### src/rtl/imem_loader.sv
// Byte-stream loader for the instruction memory: packs little-endian bytes into
// 32-bit words, writes them in order, and holds the CPU off until the load ends.
module imem_loader #(
  parameter int WORDS = 64,
  parameter int AW    = 6
) (
  input  logic          clk,
  input  logic          reset_n,
  input  logic          start,
  input  logic [AW:0]   len_words,
  input  logic          abort,
  input  logic [7:0]    byte_in,
  input  logic          byte_valid,
  output logic          byte_ready,
  output logic          wr_en,
  output logic [AW-1:0] wr_addr,
  output logic [31:0]   wr_data,
  output logic          cpu_hold,
  output logic          busy,
  output logic          done,
  output logic [7:0]    checksum
);

  typedef enum logic [1:0] {S_IDLE, S_LOAD, S_FIN} state_t;

  localparam logic [AW:0] WORDS_L = (AW+1)'(WORDS);

  state_t        state_q, state_d;
  logic [AW:0]   len_q, len_d;
  logic [AW-1:0] word_idx_q, word_idx_d;
  logic [1:0]    byte_idx_q, byte_idx_d;
  logic [23:0]   asm_q, asm_d;
  logic          wr_en_q, wr_en_d;
  logic [AW-1:0] wr_addr_q, wr_addr_d;
  logic [31:0]   wr_data_q, wr_data_d;
  logic [7:0]    checksum_q, checksum_d;

  logic start_ok;
  logic accept;
  logic last_word;

  assign start_ok  = start && (len_words != '0) && (len_words <= WORDS_L);
  // abort wins over a byte offered in the same cycle
  assign accept    = (state_q == S_LOAD) && byte_valid && !abort;
  assign last_word = (({1'b0, word_idx_q} + (AW+1)'(1)) == len_q);

  always_ff @(posedge clk) begin
    if (!reset_n) begin
      state_q <= S_IDLE;
    end else begin
      state_q <= state_d;
    end
  end

  always_comb begin
    state_d = state_q;
    case (state_q)
      S_IDLE: if (start_ok) state_d = S_LOAD;
      S_LOAD: begin
        if (abort) begin
          state_d = S_IDLE;
        end else if (accept && (byte_idx_q == 2'd3) && last_word) begin
          state_d = S_FIN;
        end
      end
      S_FIN:   state_d = S_IDLE;
      default: state_d = S_IDLE;
    endcase
  end

  always_comb begin
    byte_ready = (state_q == S_LOAD);
    busy       = (state_q != S_IDLE);
    cpu_hold   = (state_q != S_IDLE);
    done       = (state_q == S_FIN);
  end

  always_comb begin
    len_d      = len_q;
    word_idx_d = word_idx_q;
    byte_idx_d = byte_idx_q;
    asm_d      = asm_q;
    wr_en_d    = 1'b0;
    wr_addr_d  = wr_addr_q;
    wr_data_d  = wr_data_q;
    checksum_d = checksum_q;
    if ((state_q == S_IDLE) && start_ok) begin
      len_d      = len_words;
      word_idx_d = '0;
      byte_idx_d = 2'd0;
      asm_d      = '0;
      checksum_d = 8'd0;
    end else if (accept) begin
      checksum_d = checksum_q + byte_in;
      byte_idx_d = byte_idx_q + 2'd1;
      if (byte_idx_q == 2'd3) begin
        wr_en_d    = 1'b1;
        wr_addr_d  = word_idx_q;
        wr_data_d  = {byte_in, asm_q};
        word_idx_d = word_idx_q + 1'b1;
      end else begin
        asm_d[8*byte_idx_q +: 8] = byte_in;
      end
    end
  end

  always_ff @(posedge clk) begin
    if (!reset_n) begin
      len_q      <= '0;
      word_idx_q <= '0;
      byte_idx_q <= 2'd0;
      asm_q      <= '0;
      wr_en_q    <= 1'b0;
      wr_addr_q  <= '0;
      wr_data_q  <= '0;
      checksum_q <= 8'd0;
    end else begin
      len_q      <= len_d;
      word_idx_q <= word_idx_d;
      byte_idx_q <= byte_idx_d;
      asm_q      <= asm_d;
      wr_en_q    <= wr_en_d;
      wr_addr_q  <= wr_addr_d;
      wr_data_q  <= wr_data_d;
      checksum_q <= checksum_d;
    end
  end

  assign wr_en    = wr_en_q;
  assign wr_addr  = wr_addr_q;
  assign wr_data  = wr_data_q;
  assign checksum = checksum_q;

endmodule

### config.mk
export PLATFORM = sky130hd
export DESIGN_NAME = imem_loader
export DESIGN_NICKNAME = d
export VERILOG_FILES = /design/src/rtl/imem_loader.sv
export SDC_FILE = /design/constraint.sdc
export NUM_CORES = 1
export LEC_CHECK = 0
export CORE_UTILIZATION = 35
export CTS_CLUSTER_DIAMETER = 60
export DETAILED_ROUTE_END_ITERATION = 8
export GPL_ROUTABILITY_DRIVEN = 0
export REMOVE_ABC_BUFFERS = 1
export SLEW_MARGIN = 10
export SYNTH_ARGS = -nofsm -noshare
export SYNTH_HDL_FRONTEND = slang
export SYNTH_SLANG_ARGS = --single-unit
export TNS_END_PERCENT = 10
### constraint.sdc
create_clock -name clk -period 2 [get_ports clk]
set_input_delay 0.2 -clock clk [delete_from_list [all_inputs] [get_ports clk]]
set_output_delay 0.2 -clock clk [all_outputs]
set_load 0.005 [all_outputs]
; Word level (Yosys, flattened, before mapping)
; Index checks and enable logic that the tools add are counted.
[word_totals]
register_bits = 88
input_bits = 20
wordCells = 50
[op_classes]
add_sub_neg = 5
order_cmp = 1
eq_ne = 6
shift = 2
mux = 6
bitwise = 4
n_reduce_logical = 17
[op_table]
columns = op, n
row1 = 5-bit negation with 34-bit output, 1
row2 = "8-bit by 34-bit variable shift with 24-bit output, first input constant", 1
row3 = 8-bit by 34-bit variable part select with 24-bit output, 1
row4 = 24-bit bitwise mux, 1
row5 = 8-bit adder, 1
row6 = "6-bit by 1-bit adder with 7-bit output, second input constant", 1
row7 = 7-bit == test, 1
row8 = "7-bit less-or-equal comparator, second input constant", 1
row9 = 1-bit logical AND, 7
row10 = 7-bit nonzero test, 1
row11 = "6-bit by 1-bit adder with 6-bit output, second input constant", 1
row12 = 2-bit 2-to-1 mux, 3
row13 = 2-bit AND reduction, 3
row14 = "2-bit == test, second input constant", 2
row15 = 1-bit inverter, 4
row16 = 2-bit case mux with 2 select lines, 1
row17 = "3-bit by 2-bit inequality test with 1-bit output, second input constant", 1
row18 = 3-bit AND reduction, 1
row19 = 3-bit OR reduction, 1
row20 = "2-bit by 1-bit adder with 2-bit output, second input constant", 1
row21 = "2-bit by 1-bit == test with 1-bit output, second input constant", 1
row22 = 2-bit logical NOT, 1
row23 = "2-bit inequality test, second input constant", 1
row24 = 2-bit nonzero test, 1
row25 = 3 further kinds, 3

; Longest topological paths before layout
; Gate-level depths: netlist of run 1.
[logic_depth]
ltp_word = 8
depth_mapped = 8
mapped_depth_nobuf = 8

; Worst setup path before layout of run 1
; No wires, ideal clock.
[synth_path]
path_type = reg2reg
startpoint = register checksum_q[0] (netlist: checksum[0])
endpoint = register checksum_q[6] (netlist: checksum[6])
setup_ps = 74
t_arrival_ps = 1802
slack_ps = 124
path_stages_with_launch = 9
n_path_buf = 0
cell_sequence = dfxtp_1 ha_1 inv_1 fa_1 nand2b_1 a21oi_1 o21ai_0 or3_1 a31oi_1
[synth_between]
elab_chain_len = 1
[synth_rtl]
columns = element, line
row1 = "start, declared", 36  ; logic [7:0] checksum_q, checksum_d;
row2 = "start signal, assigned", 125  ; checksum_q <= checksum_d;
row3 = 8-bit adder, 94  ; checksum_d = checksum_q + byte_in;
; Every way passes these cells.
; A chain may end at the register's enable or synchronous reset.

; Worst setup path in the final report of run 1
[layout_path]
startpoint = register word_idx_q[0]
endpoint = register state_q[1]
[layout_between]
elab_chain_len = 5
[layout_rtl]
columns = element, line
row1 = "start, declared", 30  ; logic [AW-1:0] word_idx_q, word_idx_d;
row2 = "start signal, assigned", 119  ; word_idx_q <= word_idx_d;
row3 = 6-bit by 1-bit adder with 7-bit output, 45  ; assign last_word = (({1'b0, word_idx_q} + (AW+1)'(1)) == len_q);
row4 = 7-bit == test, 45
row5 = 1-bit logical AND, 62  ; end else if (accept && (byte_idx_q == 2'd3) && last_word) begin
row6 = 3-bit by 2-bit inequality test with 1-bit output (no source line), -
row7 = 2-bit AND reduction (no source line), -
row8 = "end signal, assigned", 51  ; state_q <= state_d;
row9 = "end, declared", 28  ; state_t state_q, state_d;
; Every way passes these cells.

==> results of run 1 <==
final cells by class:
class                   count  area share
inverters                   7     0.00522
multi-input cells         330       0.374
clock inverters             7      0.0164
well taps                 136      0.0338
flip-flops and latches     88       0.350
clock buffers               9      0.0246
repair buffers            106       0.196
layer usage:
| metal | routed length, µm | GRT usage | vias up |
|---|---|---|---|
| met5 | 0 | 0 | - |
| met4 | 95 | 0.0427 | 0 |
| met3 | 394 | 0.0365 | 8 |
| met2 | 4180 | 0.270 | 81 |
| met1 | 4350 | 0.223 | 1532 |
| li1 | - | - | 1694 |
cells by family (layout without fill, tap and decap cells):
logic type / after synthesis / count (layout)
AOI/OAI and AO/OA: 99 / 99
DFF: 88 / 88
and+or+nand+nor: 194 / 194
xor gates and xnor gates: 15 / 15
muxes: 8 / 8
buffers and inverters: 30 / 129
adders and majority gates: 14 / 14
stage by stage:
step	total power, W	instances	util
2_1_floorplan	0.00191	425	-
3_3_place_gp	0.00204	667	0.464
3_5_place_dp	0.00205	667	0.464
4_1_cts	0.00333	683	0.484
5_1_grt	0.00345	683	0.485
6_report	0.00331	683	0.485
power by group through the flow:
stage | clock (W) | combinational, W | sequential (W)
floorplan | 0 | 0.0000987 | 0.00181
CTS | 0.00132 | 0.000237 | 0.00177
global route | 0.00141 | 0.000258 | 0.00177
detailed placement | 0 | 0.000235 | 0.00181
global placement | 0 | 0.000231 | 0.00181
finish | 0.00130 | 0.000237 | 0.00177
cells in the final DEF, fill, tap and decap left out, types with 3 or more instances in the layout:
master | Yosys | layout
a21oi_1 | 69 | 68
a22oi_1 | 8 | 8
and2_1 | 3 | 3
and3_1 | 3 | 3
buf_4 | 1 | 35
clkbuf_8 | 0 | 9
clkdlybuf4s50_1 | 0 | 69
dfxtp_1 | 88 | 87
ha_1 | 13 | 13
inv_1 | 7 | 7
inv_6 | 0 | 3
mux2i_1 | 7 | 7
nand2_1 | 113 | 113
nand2b_1 | 4 | 4
nand3_1 | 19 | 19
nor2_1 | 29 | 29
nor2b_1 | 4 | 4
nor3b_1 | 3 | 3
nor4_1 | 3 | 3
o21ai_0 | 7 | 7
xnor2_1 | 9 | 9
xor2_1 | 6 | 6
worst paths after layout:
| path | startpoint | endpoint | slack (ns) | cells past startpoint |
|---|---|---|---|---|
| max | word_idx_q[0] | state_q[1] | 0.08 | 5 |
| max reg2reg | word_idx_q[0] | state_q[1] | 0.08 | 5 |
| min reg2reg | asm_q[6] | wr_data[6] | 0.45 | 2 |
| min | byte_in[0] | wr_data[24] | 0.34 | 4 |
critical path, delay by kind of cell, from the launching register on:
family	cells	cell delay, ns
simple gates	4	1.23
xor+xnor	1	0.15
flops	1	0.44
registers in the layout, summed over array words and instances (netlist names):
signal	cells
byte_idx_q	2
word_idx_q	6
len_q	7
wr_addr	6
state_q	2
wr_data	32
wr_en	1
checksum	8
asm_q	24
repair_timing:
action                                  4_1_cts  5_1_grt
hold buffers                                  0        0
gates resized for setup                       0        5
endpoints found under the setup margin        0        3
endpoints found under the hold margin         0        0
==> key figures, run 1 <==
Cells and area
  – Area of all sequential standard cells: approximately 0.0018 mm²
  – Multi-input gate area: around 0.0019 mm²
  – Layout-stage area growth over the synthesis result: 33.9%
  – Final antenna diode count: 0
  – Final std cell area, no fill: slightly above 0.005 mm²
  – Number of filler cells placed in the layout: 1028
  – Number of nets in the layout: roughly 580
  – Fraction of layout cells with a size suffix above 1: 0.124

GRT
  – Pin count of the biggest net entering global routing: 26
  – Antenna violations before repair: 0
  – Total overflow reported by the global router: 0
  – Wire length of the first global-routing pass: approximately 15000 µm
  – Global routing usage summed across all routing layers: 0.166
  – Via count of the first global-routing pass: 3127

Synth
  – Ys flop type: dfxtp_1
  – Synth unique cells: 47
  – Multiplexer share of the synthesized area: 0.0216
  – Part of the Yosys area used for sequential elements: 0.469
  – Library cell occupying the most area in the post-synthesis netlist: dfxtp_1
  – Number of instances in the synthesized netlist: 448
  – Synth async-reset ratio: 0
  – Post-synthesis adder-cell area fraction: 0.0486
  – Share of the synthesized area in compound gates (AO/OA/AOI/OAI): 0.152
  – Post-synthesis instance area: approximately 0.0038 mm²
  – Fraction of post-synthesis cell area in the top cell type by area: 0.469
  – Xor/xnor share of the synthesized area: 0.0350
  – Most frequent cells after synthesis: nand2_1, dfxtp_1, a21oi_1
  – Mean post-synth cell area: around 8.4 µm²
  – Synth warnings: 0
  – Number of synthesized register bits: between 80 and 90
  – Simple-gate area share of the yosys netlist: 0.239
  – Synth top area cells: dfxtp_1, nand2_1, a21oi_1, ha_1, nor2_1
  – Largest family of logic cells by synthesized area: simple AND/OR/NAND/NOR gates
  – Number of flops mapped to enable cells by yosys: 0
  – Most instantiated library cell after synthesis: nand2_1

Power and ir drop
  – Worst voltage drop across the vdd grid: around 0.00039 V
  – Seq pwr share: 0.536
  – Clock power share: 0.392
  – Sw Ratio: 0.250
  – Standby leakage power: ~1.8 nW
  – Design internal power: 0.00248 W
  – Comb power frac: 0.072
  – Power Dens Cells: around 660 mW/mm²
  – Psw: approximately 0.00083 W

Clocking
  – Clk sinks: around 90
  – Clk slew on worst S/H paths: ~0.090 ns
  – Number of levels the H-tree was split into: 3
  – Library cell used as clock root buffer: clkbuf_8
  – Number of buffers on the longest clock path: 2
  – Total clock buffers created by CTS: 9
  – Number of setup buffers added after CTS: 0
  – Clock latency on the worst-skew pair: ~0.36 ns
  – TritonCTS clock tree: done

Placed design
  – Post-placement setup slack: -0.358 ns
  – Cell area reported after detailed placement: between 0.004 and 0.005 mm²
  – Count of port buffers added during placement: 70
  – Half-perimeter wire length after detailed placement: 6660 µm

Route
  – 1st-pass router iterations: 4
  – Total wire length after detailed routing: ~9000 µm
  – Number of design rule violations left after detail routing: 0
  – Post-route antenna net violation count: 0
  – Vias: 3315
  – Per-cell via count in the routed design: around 4.9
  – DR iter-0 viols: 100
  – Routed length per placed instance: ~13 µm

Floorplan
  – Horiz. Die Dim: roughly 110 µm
  – Die Area: between 0.01 and 0.015 mm²
  – Chip height: 106 µm
  – Top-level I/O count: 71
  – Area of the core: between 0.01 and 0.015 mm²
  – Initial standard-cell utilization of the core: 0.362
  – Std-Cell Rows: 37

Outcome
  – Status: finished, final reports clean

Timing
  – Min setup slack post-route: 0.0814 ns
  – TNS Setup: 0 ns
  – Max-slew violation count: 0
  – Relative slew slack: 0.732
  – Fmax: around 520 MHz
  – Minimum hold slack: ~0.34 ns
  – Transition time at the pin with the least slew margin: between 0.3 and 0.4 ns
  – Final hold violation count: 0
  – Setup repair after global routing missed its margin: yes
  – Share of the clock period used by the worst path after layout: 0.959
  – Final setup viols: 0
  – Worst Clk Skew: about 0.015 ns
  – Minimum clock period after layout: 1.92 ns

Min path
  – HP Class: in2reg

Setup path
  – Critical path data arrival time: ~2.2 ns
  – Largest stage delay on the critical path: 0.44 ns
  – Required time of the critical path: 2.25 ns
  – Worst-path cell with the longest stage delay: dfxtp_1
  – Critical path launch point type: flip-flop
  – Worst Path Class, Setup: reg2reg
  – Critical Path End Type: flip-flop
  – Critical Path Fanout Max: 5
  – Cells along the critical path: nand3_1, or2_2, xnor2_1, nor4_1, nor4bb_2

Run
  – Maxcap violations: 0
Note: power is estimated with default switching activity, not from simulation.
==> inputs of run 2 (changes only) <==
- CTS_BUF_LIST: not set -> sky130_fd_sc_hd__clkbuf_16
- SKIP_CTS_REPAIR_TIMING: not set -> 1
==> key figures, run 2 (synthesis results as in run 1) <==
Cells and area
  – Most frequent cells in the layout: nand2_1, dfxtp_1, clkdlybuf4s50_1
  – Fraction of layout cells with a size suffix above 1: 0.121 (-0.00366)
  – Final antenna diode count: 0 (unchanged)
  – Flip-flop count of the largest register, all copies and words added: 32 (unchanged)
  – Number of nets in the layout: 576 (unchanged)
  – Most common cell after layout, fill and taps aside: nand2_1
  – Utilization of the core after routing: 0.494 (+0.00905)
  – Layout-stage area growth over the synthesis result: 36.4%

Timing
  – Final setup viols: 0 (unchanged)
  – Transition time at the pin with the least slew margin: 0.425 ns (+0.0262 ns)
  – Max-slew violation count: 0 (unchanged)
  – TNS Setup: 0 ns (unchanged)
  – Relative slew slack: 0.714 (-0.0176)
  – Setup repair after global routing missed its margin: yes
  – Worst Clk Skew: 0.00733 ns (-0.00800 ns)
  – Final hold violation count: 0 (unchanged)
  – Share of the clock period used by the worst path after layout: 0.948 (-0.0113)
  – Fmax: 527 MHz (+1.2%)
  – Minimum clock period after layout: 1.90 ns (-0.0227 ns)

Outcome
  – Status: finished, final reports clean

Setup path
  – Largest stage delay on the critical path: 0.37 ns (-0.07 ns)
  – Critical path launch point type: flip-flop
  – Worst-path cell with the longest stage delay: dfxtp_1
  – Critical path data arrival time: 2.16 ns (about the same)
  – Cells along the critical path: ha_1, inv_1, fa_1, nand2b_1, a21oi_2, o21ai_0, or3_1, a31oi_1
  – Required time of the critical path: 2.26 ns (about the same)
  – Critical Path Fanout Max: 3 (-2)
  – Worst Path Class, Setup: reg2reg
  – Critical Path End Type: flip-flop

Floorplan
  – Area of the core: 0.0104 mm² (unchanged)
  – Top-level I/O count: 71 (unchanged)
  – Std-Cell Rows: 37 (unchanged)
  – Die Area: 0.0112 mm² (unchanged)
  – Horiz. Die Dim: 106 µm (unchanged)
  – Chip height: 106 µm (unchanged)
  – Initial standard-cell utilization of the core: 0.362 (unchanged)

Route
  – Total wire length after detailed routing: 9060 µm (+0.41%)
  – Per-cell via count in the routed design: 4.88 (+0.45%)
  – Vias: 3330 (+0.45%)
  – Routed length per placed instance: 13.3 µm (+0.41%)
  – Post-route antenna net violation count: 0 (unchanged)
  – Number of design rule violations left after detail routing: 0 (unchanged)
  – 1st-pass router iterations: 4 (unchanged)
  – DR iter-0 viols: 89 (-11%)

Clocking
  – Number of levels the H-tree was split into: 3 (unchanged)
  – Library cell used as clock root buffer: clkbuf_16
  – Number of buffers on the longest clock path: 2 (unchanged)
  – Clk sinks: 88 (unchanged)
  – TritonCTS clock tree: done
  – Total clock buffers created by CTS: 9 (unchanged)
  – Clk slew on worst S/H paths: 0.07 ns (-0.02 ns)
  – Clock latency on the worst-skew pair: 0.33 ns (-0.03 ns)

Placed design
  – Count of port buffers added during placement: 70 (unchanged)
  – Half-perimeter wire length after detailed placement: 6660 µm (unchanged)

GRT
  – Pin count of the biggest net entering global routing: 26 (unchanged)
  – Total overflow reported by the global router: 0 (unchanged)
  – Antenna violations before repair: 0 (unchanged)
  – Wire length of the first global-routing pass: 15000 µm (+1.3%)
  – Via count of the first global-routing pass: 3168 (+1.3%)
  – Global routing usage summed across all routing layers: 0.168 (+0.00212)

Power and ir drop
  – Power Dens Cells: 729 mW/mm² (+11%)
  – Standby leakage power: 1.86 nW (+2.5%)
  – Worst voltage drop across the vdd grid: 0.000394 V (+0.66%)

Min path
  – HP Class: in2reg

Run
  – Maxcap violations: 0 (unchanged)
run 2: cell count changes in the layout (fill, tap and decap cells not counted):
| cell | delta |
|---|---|
| clkbuf_8 | -9 |
| nor4bb_2 | -1 |
| dfxtp_2 | -1 |
| clkbuf_16 | +9 |
| dfxtp_1 | +1 |
| nor4bb_1 | +1 |
run 2: power by group:
group          internal [W]  total [W]  switching [W]
Combinational      0.000116   0.000237       0.000121
Sequential          0.00176    0.00177      0.0000101
Clock              0.000990    0.00173       0.000738
run 2: stage by stage:
step	power (W)	hold WS (ns)	cell area [µm²]	cells	worst slack (ns)
2_1_floorplan	0.00191	0.336	3650	425	-0.340
3_3_place_gp	0.00204	0.443	4810	667	-0.317
3_5_place_dp	0.00205	0.445	4810	667	-0.358
4_1_cts	0.00378	0.455	5120	683	-0.00579
5_1_grt	0.00389	0.381	5130	683	-0.0635
6_report	0.00374	0.374	5130	683	0.104
run 2: worst paths after layout:
| check | start | endpoint | slack [ns] | cells after the start |
|---|---|---|---|---|
| max | checksum[0] | checksum[6] | 0.10 | 8 |
| min | byte_in[0] | wr_data[24] | 0.37 | 4 |
| max reg2reg | checksum[0] | checksum[6] | 0.10 | 8 |
| min reg2reg | wr_data[0] | wr_data[0] | 0.45 | 2 |
run 2: metal layers:
metal,vias up,track usage,share of wire
met5,-,0,0
met4,0,0.0516,0.020
met3,16,0.0402,0.048
met2,78,0.272,0.45
met1,1534,0.222,0.48
li1,1702,-,-
run 2: worst max-delay path, delay by kind of cell (launching register included):
family                     cells  cell delay (ns)
AOI/OAI and AO/OA              3             0.37
adders and majority gates      2             0.55
buffers and inverters          1             0.05
DFF                            1             0.37
and+or+nand+nor                2             0.49
run 2: cell type report:
cell class / instances / area, µm²
multi-input cells: 330 / 1880
well taps: 136 / 170
clock buffers: 9 / 225
repair buffers: 106 / 986
clock inverters: 7 / 82.6
flip-flops and latches: 88 / 1760
inverters: 7 / 26.3
fillers: 1022 / 5240
